$ cat src/rtl/sram_stream_reader.sv
// rtl/sram_stream_reader.sv - burst reader turning a latency-1 SRAM read port into a ready/valid stream
// Reads are throttled so FIFO occupancy plus the in-flight read never exceeds the 2-entry FIFO.
module sram_stream_reader #(
   parameter int WWORD = 32,
   parameter int WADDR = 5,
   parameter int DEPTH = 24
) (
   input  logic             clk,
   input  logic             rst,
   input  logic             start,
   input  logic [WADDR-1:0] base,
   input  logic [WADDR:0]   len,
   output logic             busy,
   output logic             done,
   output logic [WADDR-1:0] aa,
   output logic             cena,
   input  logic [WWORD-1:0] qa,
   output logic             o_valid,
   input  logic             o_ready,
   output logic [WWORD-1:0] o_data,
   output logic             o_last
);
   typedef enum logic {S_IDLE, S_RUN} state_t;

   state_t           state_q, state_d;
   logic [WADDR-1:0] addr_q, addr_d;
   logic [WADDR:0]   issue_rem_q, issue_rem_d;
   logic [WADDR:0]   len_q, len_d;
   logic [WADDR:0]   beat_cnt_q, beat_cnt_d;
   logic             done_q, done_d;
   logic             inflight_q;
   logic [WWORD:0]   fifo_q [2];
   logic             rd_ptr_q, wr_ptr_q;
   logic [1:0]       cnt_q;

   logic             issue, push, pop, push_last;
   logic [2:0]       occ;

   assign push      = inflight_q;
   assign pop       = o_valid & o_ready;
   assign push_last = (beat_cnt_q == len_q - (WADDR+1)'(1));
   // Occupancy seen by the issue decision, crediting a beat leaving this cycle.
   assign occ       = {1'b0, cnt_q} + {2'b00, inflight_q} - {2'b00, pop};

   assign busy    = (state_q == S_RUN);
   assign done    = done_q;
   assign cena    = ~issue;
   assign aa      = addr_q;
   assign o_valid = (cnt_q != 2'd0);
   assign o_data  = fifo_q[rd_ptr_q][WWORD-1:0];
   assign o_last  = fifo_q[rd_ptr_q][WWORD];

   always_comb begin
      state_d     = state_q;
      addr_d      = addr_q;
      issue_rem_d = issue_rem_q;
      len_d       = len_q;
      beat_cnt_d  = beat_cnt_q;
      done_d      = 1'b0;
      issue       = 1'b0;
      case (state_q)
         S_IDLE: begin
            if (start) begin
               if (len != '0) begin
                  state_d     = S_RUN;
                  addr_d      = base;
                  issue_rem_d = len;
                  len_d       = len;
                  beat_cnt_d  = '0;
               end else begin
                  done_d = 1'b1;
               end
            end
         end
         S_RUN: begin
            issue = (issue_rem_q != '0) && (occ < 3'd2);
            if (issue) begin
               addr_d      = (addr_q == WADDR'(DEPTH-1)) ? '0 : addr_q + WADDR'(1);
               issue_rem_d = issue_rem_q - (WADDR+1)'(1);
            end
            if (push) begin
               beat_cnt_d = beat_cnt_q + (WADDR+1)'(1);
            end
            if (pop && o_last) begin
               state_d = S_IDLE;
               done_d  = 1'b1;
            end
         end
         default: state_d = S_IDLE;
      endcase
   end

   always_ff @(posedge clk) begin
      if (rst) begin
         state_q     <= S_IDLE;
         addr_q      <= '0;
         issue_rem_q <= '0;
         len_q       <= '0;
         beat_cnt_q  <= '0;
         done_q      <= 1'b0;
         inflight_q  <= 1'b0;
         fifo_q[0]   <= '0;
         fifo_q[1]   <= '0;
         rd_ptr_q    <= 1'b0;
         wr_ptr_q    <= 1'b0;
         cnt_q       <= 2'd0;
      end else begin
         state_q     <= state_d;
         addr_q      <= addr_d;
         issue_rem_q <= issue_rem_d;
         len_q       <= len_d;
         beat_cnt_q  <= beat_cnt_d;
         done_q      <= done_d;
         inflight_q  <= issue;
         if (push) begin
            fifo_q[wr_ptr_q] <= {push_last, qa};
            wr_ptr_q         <= ~wr_ptr_q;
         end
         if (pop) begin
            rd_ptr_q <= ~rd_ptr_q;
         end
         case ({push, pop})
            2'b10:   cnt_q <= cnt_q + 2'd1;
            2'b01:   cnt_q <= cnt_q - 2'd1;
            default: cnt_q <= cnt_q;
         endcase
      end
   end
endmodule

$ cat config.mk
export PLATFORM = sky130hd
export DESIGN_NAME = sram_stream_reader
export DESIGN_NICKNAME = d
export VERILOG_FILES = /design/src/rtl/sram_stream_reader.sv
export SDC_FILE = /design/constraint.sdc
export NUM_CORES = 1
export LEC_CHECK = 0
export ABC_AREA = 1
export CORE_UTILIZATION = 31
export CTS_CLUSTER_DIAMETER = 100
export DETAILED_ROUTE_END_ITERATION = 16
export SYNTH_ARGS = -nofsm -noshare
export SYNTH_HDL_FRONTEND = slang
export SYNTH_SLANG_ARGS = --single-unit
$ cat constraint.sdc
create_clock -name clk -period 5.9 [get_ports clk]
set_input_delay 1.475 -clock clk [delete_from_list [all_inputs] [get_ports clk]]
set_output_delay 1.475 -clock clk [all_outputs]
set_load 0.05 [all_outputs]
==> results of run 1 <==
report_power, final:
| part | internal [mW] | switching, mW | total, mW |
|---|---|---|---|
| clock | 0.330 | 0.253 | 0.583 |
| sequential | 0.768 | 0.0285 | 0.796 |
| combinational | 0.127 | 0.211 | 0.338 |
| total | 1.22 | 0.493 | 1.72 |
synth_stat cells, drive strengths merged (3+ instances only):
cell,n
inv,64
dfxtp,31
nor2,124
a21oi,11
ha,5
xor2,7
o21ai,28
buf,12
edfxtp,66
nand3,20
clkbuf,5
a211oi,3
nand2,72
mux2,32
routing by layer:
layer | vias to the layer above | routed length (um) | GRT usage (%)
li1 | 1751 | - | -
met1 | 1611 | 4620 | 16.7
met2 | 106 | 4460 | 22.6
met3 | 11 | 554 | 2.81
met4 | 0 | 124 | 5.42
met5 | - | 0 | 0
stage by stage:
| step | area (um^2) | utilization, % |
|---|---|---|
| final | 5920 | 40.9 |
| after global routing | 5920 | 40.9 |
| after CTS | 5920 | 40.9 |
| after detailed placement | 5620 | 38.8 |
| after global placement | 5620 | 38.8 |
| after floorplan | 4570 | - |
state kept, by name (all words and copies together), names as in the netlist, named ones only:
register     flops
done             1
len_q            6
inflight_q       1
rd_ptr_q         1
wr_ptr_q         1
cnt_q            2
fifo_q          66
aa               5
busy             1
issue_rem_q      6
beat_cnt_q       6
layout by cell type (no fill, tap or decap), drive strengths merged:
cell type	n
clkinv	3
edfxtp	66
clkinvlp	2
dfxtp	31
nand4	1
nor2	124
a21oi	11
clkdlybuf4s50	87
a21boi	1
nand3	20
ha	5
a211oi	3
bufinv	1
nor3	1
nand3b	1
buf	4
a31oi	1
fa	1
o31ai	1
inv	65
nand2	72
o21ai	28
mux2	32
xor2	7
clkbuf	10
and3	1
o211ai	1
cell type report:
type | count | area, um^2 | area share, %
Timing Repair Buffer | 91 | 901 | 15.2
Clock inverter | 6 | 67.6 | 1.14
Inverter | 65 | 244 | 4.12
Tap cell | 184 | 230 | 3.89
Clock buffer | 10 | 229 | 3.87
Sequential cell | 97 | 2600 | 44.0
Multi-Input combinational cell | 311 | 1640 | 27.7
cells by family (layout without fill, tap and decap cells):
logic type / after synthesis / in the layout
AND/OR/NAND/NOR: 220 / 220
flip-flops: 97 / 97
buffers and inverters: 82 / 172
AO/OA/AOI/OAI: 46 / 46
multiplexers: 32 / 32
XOR/XNOR: 7 / 7
adder cells (fa/ha/maj): 6 / 6
worst max-delay path, stage by stage:
cell	delay, ps
clkdlybuf4s50_1	530
inv_1	50
a21oi_1	270
nand2_1	140
o21ai_0	150
nand2_1	150
fa_1	510
nand2_1	60
clkinv_1	70
nand2_1	60
nor2_2	90
nand2_2	90
buf_4	200
final timing paths:
check	endpoint	slack (ps)
worst max-delay path	cena	590
worst min-delay path	flop	460
worst max register to register	aa[4]	3220
worst min register to register	flop	460
==> run metrics, run 1 <==
Pins Over Slew Limit=0; maxcap violations=0; std cell rows=44; Seq/Total Area, Yosys=56.9%; power consumption=1.72 mW; power density over the cells=290 mW/mm^2; mux cell area share after synthesis=7.88%; TritonCTS clock tree=done; Worst-Margin Slew=844 ps; RSZ-0062 raised after global routing=no; post-synthesis register bit count=97; Residual DRC=0; async set-or-reset flop fraction in the synthesized netlist=0%; xor/xnor share of the synthesized area=1.34%; status=complete, no violations; worst setup path start=o_ready; syn nets=543; CP Class=in -> out; Final Cycle Share=90.1%; initial antenna violation count=0; average size of a mapped cell=9.33 um^2; Min-Delay Path Depth=1; Final Skew=6.30 ps; Worst-Skew Late Latency=340 ps; Filler Cell Count=around 1400; fraction of layout cells with a size suffix above 1=10.9%; Synth Warn #=0; Final Net Count=628; largest net degree at the start of global routing=35; Vias/cell=4.55; clk sinks=97; initial cell density of the core=31.6%; deepest clock path buffer count=2; Avg WL per Cell=12.8 um; minimum clock period=5310 ps; Placeable Area=around 0.014 mm^2; arrival time worst endpoint=roughly 3800 ps; routed vias=3479; largest family of logic cells by synthesized area=simple AND/OR/NAND/NOR gates; Die Width=123 um; post-route setup slack=586 ps; peak supply drop=between 100 and 150 uV; FMAX=0.188 GHz; GP Congestion=0.773; routed wire length=9.76 mm; Req. time, crit path=4430 ps; vias in the first global route=3367; worst r2r src=cnt_q[1]; drt first pass iters=4; H-tree levels=3; Post-Syn Area=approximately 0.0046 mm^2; Hold WS=456 ps; worst hold start=rd_ptr_q; ranking of synthesized cells by area=edfxtp_1, dfxtp_1, nor2_1, mux2_2, nand2_1; Leak=2.47 nW; Final Hold Fails=0; Layout area overhead=29.4%; Synth Area in Compound Gates=5.39%; Reg clk slew, reported paths=60 ps; post-route setup TNS=0 ps; Placed Instances=748; Die Span Y=123 um; r2r worst-path depth=15; Yosys cell types=31; Tightest Hold Check Type=reg -> reg; initial DRC count=190; fin cells=764; Post-Synthesis Cells=490; CP Max Fanout=5; grt ovf=0; EDFF count, synth=66; Synth area leader=edfxtp_1; # setup viols final=0; number of antenna-violating nets in the routed design=0; Post-CTS Hold Fix Bufs=0; port bufs=just under 90; clk root buf=clkbuf_16; synthesized-area fraction occupied by adder cells=1.81%; Post-CTS Setup Inserts=0; Slew Limit Headroom=43.5%; die footprint=about 0.015 mm^2; first-pass GRT wire length=15.7 mm; Worst setup SP type=input pin; Post-DP HPWL=around 6.5 mm; Main synth FF type=edfxtp_1; Critical Path End Type=primary output; CTS resizes=0; diode count=0; Total Routing Usage GR=13.4%; Synth top area share=43.3%; DP Worst Slack=677 ps; Synth Area in Simple Gates=roughly a fifth; CTS buffer count=9; I/O pin cnt=89
No activity file was read; power rests on OpenSTA's default activity.
==> run 2, diff against run 1 <==
- MAX_ROUTING_LAYER: unset -> met4
==> run 2 against run 1 <==
- critical path depth did not move
- via count did not move
- sequential power barely moved
- design area did not move
- global-route usage rose by 0.40 points
- total power barely moved
- wire length fell by 0.17%
==> run metrics, run 2 (synthesis gave the netlist of run 1 again) <==
status=complete, no violations (unchanged); minimum clock period=5310 ps (about the same); commonest non-fill, non-tap cell in the layout=nor2_1 (unchanged); r2r worst-path depth=15 (unchanged); H-tree levels=3 (unchanged); Filler Cell Count=1403 (unchanged); post-route setup TNS=0 ps (unchanged); I/O pin cnt=89 (unchanged); largest net degree at the start of global routing=35 (unchanged); Final Cycle Share=90.1% (about the same); TritonCTS clock tree=done (unchanged); Placeable Area=0.0145 mm^2 (unchanged); maxcap violations=0 (unchanged); Vias/cell=4.55 (unchanged); drt first pass iters=4 (unchanged); Die Span Y=123 um (unchanged); Total Routing Usage GR=13.8% (was 13.4%); power density over the cells=290 mW/mm^2 (about the same); GP Congestion=0.784 (was 0.773); Worst-Margin Slew=842 ps (was 844 ps); # setup viols final=0 (unchanged); arrival time worst endpoint=3840 ps (about the same); clk root buf=clkbuf_16 (unchanged); Post-DP HPWL=6.46 mm (unchanged); Residual DRC=0 (unchanged); initial antenna violation count=0 (unchanged); Req. time, crit path=4430 ps (about the same); deepest clock path buffer count=2 (unchanged); Post-CTS Setup Inserts=0 (unchanged); routed wire length=9.74 mm (was 9.76 mm); leading cell types in the layout, fill and taps excluded=nor2_1, clkdlybuf4s50_1, nand2_1, edfxtp_1, inv_1 (unchanged); Post-CTS Hold Fix Bufs=0 (unchanged); CTS buffer count=9 (unchanged); number of antenna-violating nets in the routed design=0 (unchanged); Pins Over Slew Limit=0 (unchanged); fraction of layout cells with a size suffix above 1=10.9% (unchanged); flip-flop count of the largest register after layout=66 (unchanged); clk sinks=97 (unchanged); vias in the first global route=3366 (was 3367); Slew Limit Headroom=43.7% (was 43.5%); Critical Path End Type=primary output (unchanged); CTS resizes=0 (unchanged); die footprint=0.0152 mm^2 (unchanged); CP Max Fanout=5 (unchanged); FMAX=0.188 GHz (about the same); Tightest Hold Check Type=reg -> reg (unchanged); Avg WL per Cell=12.8 um (about the same); Final Skew=5.99 ps (was 6.30 ps); Post-DP Area=0.00562 mm^2 (unchanged); Final Net Count=628 (unchanged); Final Hold Fails=0 (unchanged); Layout area overhead=29.4% (unchanged); Die Width=123 um (unchanged); diode count=0 (unchanged); std cell rows=44 (unchanged); CP Class=in -> out (unchanged); Reg clk slew, reported paths=60 ps (about the same); Worst-Skew Late Latency=340 ps (about the same); initial DRC count=197 (was 190); initial cell density of the core=31.6% (unchanged); Min-Delay Path Depth=1 (unchanged); grt ovf=0 (unchanged); Leak=2.47 nW (unchanged); first-pass GRT wire length=15.7 mm (unchanged); routed vias=3479 (unchanged); RSZ-0062 raised after global routing=no (unchanged); port bufs=88 (unchanged); register with the most flip-flops=fifo_q (unchanged); Worst setup SP type=input pin (unchanged); Final Instance Area=0.00592 mm^2 (unchanged); peak supply drop=134 uV (about the same)
==> run 2: critical path, stage by stage <==
cell and delay (ps):
clkdlybuf4s50_1 530, inv_1 50, a21oi_1 270, nand2_1 140
o21ai_0 150, nand2_1 150, fa_1 510, nand2_1 60
clkinv_1 70, nand2_1 60, nor2_2 90, nand2_2 90
buf_4 200
==> run 2: power breakdown <==
part | internal [mW] | switching (mW) | total (mW) | leakage [nW]
Clock | 0.330 | 0.253 | 0.583 | 0.139
Sequential | 0.768 | 0.0285 | 0.796 | 0.938
Combinational | 0.127 | 0.212 | 0.338 | 1.39
==> run 2: through the flow <==
stage | cells | power (mW) | hold slack (ps) | setup slack [ps] | util, %
6_report | 764 | 1.72 | 456 | 586 | 40.9
5_1_grt | 764 | 1.80 | 479 | 468 | 40.9
4_1_cts | 764 | 1.74 | 456 | 622 | 40.9
3_5_place_dp | 748 | 1.15 | 438 | 677 | 38.8
3_3_place_gp | 748 | 1.15 | 435 | 741 | 38.8
2_1_floorplan | 490 | 1.03 | 425 | 1470 | -
==> run 2: layout make-up <==
type	count	area, um^2	share of cell area (%)
Sequential cell	97	2600	44.0
Multi-Input combinational cell	311	1640	27.7
Timing Repair Buffer	91	901	15.2
Inverter	65	244	4.12
Tap cell	184	230	3.89
Clock buffer	10	229	3.87
Clock inverter	6	67.6	1.14
==> run 2: metal layers <==
metal	vias up	GRT usage, %	wire length, um
met3	13	2.72	558
met5	-	-	0
li1	1752	-	-
met4	0	5.42	151
met2	105	22.6	4420
met1	1609	16.8	4620
==> run 2: path summary, 6_finish.rpt <==
| check | startpoint | end | slack [ps] |
|---|---|---|---|
| worst max-delay path | o_ready | cena | 590 |
| worst min-delay path | rd_ptr_q | flop | 460 |
| worst max register to register | cnt_q[1] | aa[4] | 3220 |
| worst min register to register | rd_ptr_q | flop | 460 |
